$ cat src/rtl/tmr_mon_pkg.sv
// Shared types and defaults for the TMR error monitor.
// Holds the IRQ state encoding and the readout-select width helper.
package tmr_mon_pkg;

  typedef enum logic [1:0] {
    IDLE,
    PEND,
    ACKED
  } irq_state_t;

  localparam int N_SRC_DEF  = 4;
  localparam int CNT_W_DEF  = 8;
  localparam int FILTER_DEF = 2;

  function automatic int sel_width(input int n);
    return (n > 1) ? $clog2(n) : 1;
  endfunction

endpackage

$ cat src/rtl/tmr_err_chan.sv
// One monitored source: glitch filter with re-arm, saturating event counter
// and sticky flag.
module tmr_err_chan #(
  parameter int CNT_W  = 8,
  parameter int FILTER = 2
) (
  input  logic             clk,
  input  logic             rst_n,
  input  logic             err_q,
  input  logic             clr,
  output logic             evt,
  output logic [CNT_W-1:0] cnt,
  output logic             sticky,
  output logic             sat
);

  localparam int RUN_W = $clog2(FILTER + 1);

  logic [RUN_W-1:0] run;
  logic             armed;

  // Fires while the run is about to reach FILTER, so the count lands on that edge.
  assign evt = err_q && armed && (run == RUN_W'(FILTER - 1));
  assign sat = (cnt == {CNT_W{1'b1}});

  always_ff @(posedge clk or negedge rst_n) begin
    if (!rst_n) begin
      run   <= '0;
      armed <= 1'b1;
    end else if (!err_q) begin
      run   <= '0;
      armed <= 1'b1;
    end else begin
      if (run != RUN_W'(FILTER)) run <= run + RUN_W'(1);
      if (evt) armed <= 1'b0;
    end
  end

  // clr wins over a coincident event; the filter keeps running so the episode won't re-fire.
  always_ff @(posedge clk or negedge rst_n) begin
    if (!rst_n) begin
      cnt    <= '0;
      sticky <= 1'b0;
    end else if (clr) begin
      cnt    <= '0;
      sticky <= 1'b0;
    end else if (evt) begin
      if (!sat) cnt <= cnt + CNT_W'(1);
      sticky <= 1'b1;
    end
  end

endmodule

$ cat src/rtl/tmr_err_monitor.sv
// Consumer of the TMR error-sink outputs: filters glitches, counts events per
// source and raises one level interrupt with an acknowledge handshake.
module tmr_err_monitor
  import tmr_mon_pkg::*;
#(
  parameter int N_SRC  = N_SRC_DEF,
  parameter int CNT_W  = CNT_W_DEF,
  parameter int FILTER = FILTER_DEF
) (
  input  logic                          clk,
  input  logic                          rst_n,
  input  logic [N_SRC-1:0]              err_in,
  input  logic                          clr,
  input  logic [sel_width(N_SRC)-1:0]   rd_sel,
  output logic [CNT_W-1:0]              rd_cnt,
  output logic [N_SRC-1:0]              sticky,
  output logic [N_SRC-1:0]              sat,
  output logic                          irq,
  input  logic                          irq_ack
);

  logic [N_SRC-1:0] err_q;
  logic [N_SRC-1:0] evt;
  logic [CNT_W-1:0] cnt [N_SRC];
  logic             any_evt;
  logic             missed;
  irq_state_t       state;

  always_ff @(posedge clk or negedge rst_n) begin
    if (!rst_n) err_q <= '0;
    else        err_q <= err_in;
  end

  for (genvar i = 0; i < N_SRC; i++) begin : g_chan
    tmr_err_chan #(
      .CNT_W  (CNT_W),
      .FILTER (FILTER)
    ) u_chan (
      .clk    (clk),
      .rst_n  (rst_n),
      .err_q  (err_q[i]),
      .clr    (clr),
      .evt    (evt[i]),
      .cnt    (cnt[i]),
      .sticky (sticky[i]),
      .sat    (sat[i])
    );
  end

  assign any_evt = (|evt) && !clr;

  always_comb begin
    rd_cnt = '0;
    if (int'(rd_sel) < N_SRC) rd_cnt = cnt[rd_sel];
  end

  // Events seen while acknowledged are remembered so they re-raise irq once ack drops.
  always_ff @(posedge clk or negedge rst_n) begin
    if (!rst_n) begin
      state  <= IDLE;
      irq    <= 1'b0;
      missed <= 1'b0;
    end else if (clr) begin
      state  <= IDLE;
      irq    <= 1'b0;
      missed <= 1'b0;
    end else begin
      case (state)
        IDLE: begin
          if (any_evt) begin
            state <= PEND;
            irq   <= 1'b1;
          end
        end
        PEND: begin
          if (irq_ack) begin
            state <= ACKED;
            irq   <= 1'b0;
          end
        end
        ACKED: begin
          if (!irq_ack) begin
            state  <= (missed || any_evt) ? PEND : IDLE;
            irq    <= missed || any_evt;
            missed <= 1'b0;
          end else if (any_evt) begin
            missed <= 1'b1;
          end
        end
        default: begin
          state  <= IDLE;
          irq    <= 1'b0;
          missed <= 1'b0;
        end
      endcase
    end
  end

endmodule

$ cat config.mk
export PLATFORM = sky130hd
export DESIGN_NAME = tmr_err_monitor
export DESIGN_NICKNAME = d
export VERILOG_FILES = /design/src/rtl/tmr_mon_pkg.sv /design/src/rtl/tmr_err_chan.sv /design/src/rtl/tmr_err_monitor.sv
export SDC_FILE = /design/constraint.sdc
export NUM_CORES = 1
export LEC_CHECK = 0
export CAP_MARGIN = 20
export CORE_MARGIN = 3
export CORE_UTILIZATION = 45
export CTS_BUF_LIST = sky130_fd_sc_hd__clkbuf_8
export CTS_CLUSTER_SIZE = 25
export DETAILED_ROUTE_END_ITERATION = 7
export GPL_ROUTABILITY_DRIVEN = 0
export SYNTH_ARGS = -nofsm -noshare
export SYNTH_HDL_FRONTEND = slang
export SYNTH_SLANG_ARGS = --single-unit
$ cat constraint.sdc
create_clock -name clk -period 3.67 [get_ports clk]
set_clock_uncertainty 0.05 [all_clocks]
set_input_delay 0.734 -clock clk [delete_from_list [all_inputs] [get_ports clk]]
set_output_delay 0.734 -clock clk [all_outputs]
set_load 0.01 [all_outputs]
==> metrics list <==
* Drt pass-1 iters: 4
- On the critical path, the stage with the largest delay is an instance of mux4_2.
* Transition time at the pin with the least slew margin: ~730 ps
- The number of hold violations in the final report came to 0.
- Yosys warnings: 0
- The wire-length estimate of the detail-placed layout is 4.44 mm.
- In this run the power density over the cells is ~450 nW/um2.
- Number of enable flip-flop cells after synthesis: 0
- Timing analysis after detailed placement gives a worst setup slack of 444 ps.
- Headroom to the max-slew limit came out at 0.512.
- After the first detailed-routing iteration, the DRC count stood at 67.
- Reg clk slew, reported paths: between 100 and 150 ps
- In the finished design, the share of the clock period the worst path needs comes to 0.878.
- Number of post-CTS setup repair buffers: 0
- A synthesized cell averages 10.2 um2.
* Class of the tightest hold or removal check: input pin to asynchronous set/reset pin
* # setup viols final: 0
- For this run, the total global-route usage over all layers was measured as 0.174.
- Setup repair after global routing missed its margin: no
- The flow ran to the end, and the final reports show no timing, DRC or antenna violations.
- Wire length of the first global-routing pass: slightly above 10 mm
- Counting cells, the worst reg-to-reg path comes to 5.
- Of all nets on the critical path, the largest fanout is 8.
- Number of antenna-violating nets in the routed design: 0
- Critical path startpoint category: input pin
- Count of input and output buffers: 26
- Netlist area before placement: between 3000 and 4000 um2
- Row count: 29
- At the worst endpoint, the arrival time is about 2400 ps.
- The worst-case IR drop observed on VDD is 0.000253 V.
- Of the cells placed in the final design, the portion with a size suffix greater than 1 is 0.101.
- Entering global routing, the biggest net connects 43 pins.
* Die extent in y: between 80 and 90 um
- After the flow finishes, the layout carries non-filler instances totaling 393.
* Worst reg2reg path endpoint: state[0]
* Predominant post-synthesis flop cell: dfrtp_1
- The most numerous cell type found on the critical path is clkdlybuf4s50_1.
* Commonest non-fill, non-tap cell in the layout: dfrtp_1
- The longest clock path from root to sink contains 2 buffers.
* Synthesized net count: 319
* Type of the worst setup path: input pin to primary output
- The later pin in the worst-skew pair is clocked with a latency of 320 ps.
- For this design the static power due to leakage is approximately 1.4 nW.
- 0 antenna diodes ended up in the layout.
- Flop-to-flop setup slack: 1670 ps
- The synthesized design contains 56 register bits.
* Final critical path time including I/O delays and setup: 3220 ps
* Number of cells after detailed placement: 385
- Number of standard cells after synthesis: between 200 and 300
* Via count normalized by instance count: 5.59
* Crit Reg-Reg Startpoint: g_chan[3].u_chan.run[0]
- Largest stage delay on the critical path: 530 ps
- CTS tree: built
- Drc violations: 0
- Highest clock rate: 310 MHz
* Global-route congestion overflow total: 0
* CTS Buf Count: 5
- The total count of max-transition violations in the final report is 0.
- Die X: 88.2 um
- H-tree depth reported by CTS: 2
- 27 I/O pins were placed.
- Clock tree synthesis selected as its root buffer the cell clkbuf_8.
* Nets: 337
- Relative to the synthesized area, the layout overhead comes to 11.3%.
- Standard cell core area: 6460 um2
- Max-cap violations in this run came to 0.
- Area of the die: 7780 um2
* Total negative slack for setup checks: 0 ps
- For this block, the routed nets add up to 6.18 mm of wire.
- The clock net in this run drives a total of 56 sinks.
* Number of cells upsized or downsized after cts: 0
* Synth async-reset ratio: 1.00
* Routed length per instance: 15.7 um
- Number of library cell types mapped by synthesis: between 40 and 50
- Effective utilization at floorplan: 0.471
* Fraction of the yosys area taken by sequential cells: 0.463
- After filler insertion, the fill cell instance count of the layout stands at 610.
- The top cell types in the final layout, fill and taps aside, are dfrtp_1, nor2_1, clkdlybuf4s50_1.
- For this block, the via count after detailed routing is 2196.
- Via count of the first global-routing pass: 2040
* Crit path required time: 2890 ps
* Cell breakdown of the critical path: clkdlybuf4s50_1 -> buf_4 -> mux4_2 -> clkdlybuf4s50_1
- Final setup slack of the worst path: 446 ps
- Antenna violations before repair: 0
- The worst setup path is captured at a primary output.
- Hold repair after CTS inserted 0 buffers.
[layout make-up]
| cell class | instances | area (um2) | share of cell area |
|---|---|---|---|
| Sequential cell | 56 | 1410 | 0.416 |
| Multi-Input combinational cell | 209 | 1460 | 0.432 |
| Timing Repair Buffer | 29 | 278 | 0.0821 |
| Clock buffer | 5 | 68.8 | 0.0203 |
| Inverter | 14 | 52.6 | 0.0155 |
| Tap cell | 77 | 96.3 | 0.0285 |
| Clock inverter | 3 | 20.0 | 0.00592 |
[worst max path at each step]
stage | from | end | slack (ps) | depth (start not counted)
4_1_cts | rd_sel[0] | rd_cnt[2] | 440 | 4
2_1_floorplan | rd_sel[0] | rd_cnt[0] | 1360 | 2
3_3_place_gp | rd_sel[0] | rd_cnt[7] | 460 | 4
6_report | rd_sel[0] | rd_cnt[2] | 450 | 4
3_5_place_dp | rd_sel[0] | rd_cnt[2] | 440 | 4
5_1_grt | rd_sel[0] | rd_cnt[4] | 350 | 4
[per-stage QoR]
stage                     power [mW]  hold WS [ps]  utilization  instance area (um2)
after floorplan                 1.11           364            -                 3040
after global placement          1.21           400        0.510                 3290
after detailed placement        1.22           403        0.510                 3290
after CTS                       1.56           421        0.524                 3380
after global routing            1.65           452        0.524                 3380
final                           1.54           405        0.524                 3380
[where the power goes]
part	internal [mW]	switching (mW)	leakage (nW)	total, mW
logic	0.204	0.196	0.656	0.400
clock network	0.134	0.207	0.0455	0.341
registers	0.715	0.0833	0.746	0.798
total	1.05	0.487	1.45	1.54
[layer usage]
metal,part of all wire,up-vias,global-route usage
met1,0.48,1069,0.246
met4,0.012,0,0.0467
met5,0,-,0
li1,-,1073,-
met3,0.051,6,0.0461
met2,0.46,48,0.266
[flip-flops by register name, indices dropped and copies added, names as in the netlist]
register / flops
g_chan.u_chan.armed: 4
g_chan.u_chan.cnt: 32
g_chan.u_chan.sticky: 4
irq: 1
state: 2
missed: 1
g_chan.u_chan.run: 8
err_q: 4
[Yosys cell counts (all sizes together), types with 2 or more instances]
cell / count / share of area
nor2b: 2 / 0.0041
a21oi: 13 / 0.021
a211oi: 3 / 0.0074
mux4: 8 / 0.059
buf: 15 / 0.035
o211ai: 5 / 0.012
xnor2: 11 / 0.032
nand4: 8 / 0.016
dfrtp: 52 / 0.43
nand3: 10 / 0.016
o21ai: 16 / 0.028
clkbuf: 3 / 0.0037
nand2: 15 / 0.019
ha: 12 / 0.049
dfstp: 4 / 0.035
and3: 8 / 0.016
and4: 2 / 0.0058
nand2b: 4 / 0.0082
o31ai: 2 / 0.0049
or4: 2 / 0.0062
nor2: 43 / 0.053
and2: 10 / 0.021
or3: 4 / 0.0082
nor3: 5 / 0.0082
xor2: 9 / 0.026
mux2i: 6 / 0.020
inv: 14 / 0.017
[critical path: cells and delay by family]
kind     cells  cell delay (ps)
mux          1              530
buf+inv      3             1170
[cell families after synthesis]
group / count (synthesis) / share of synthesized area
AND/OR/NAND/NOR: 116 / 0.195
flip-flops: 56 / 0.463
AO/OA/AOI/OAI: 46 / 0.0963
buffers and inverters: 32 / 0.0564
XOR/XNOR: 20 / 0.0576
multiplexers: 15 / 0.0827
adder cells (fa/ha/maj): 12 / 0.0494
Power figures use the tool's default switching activity.
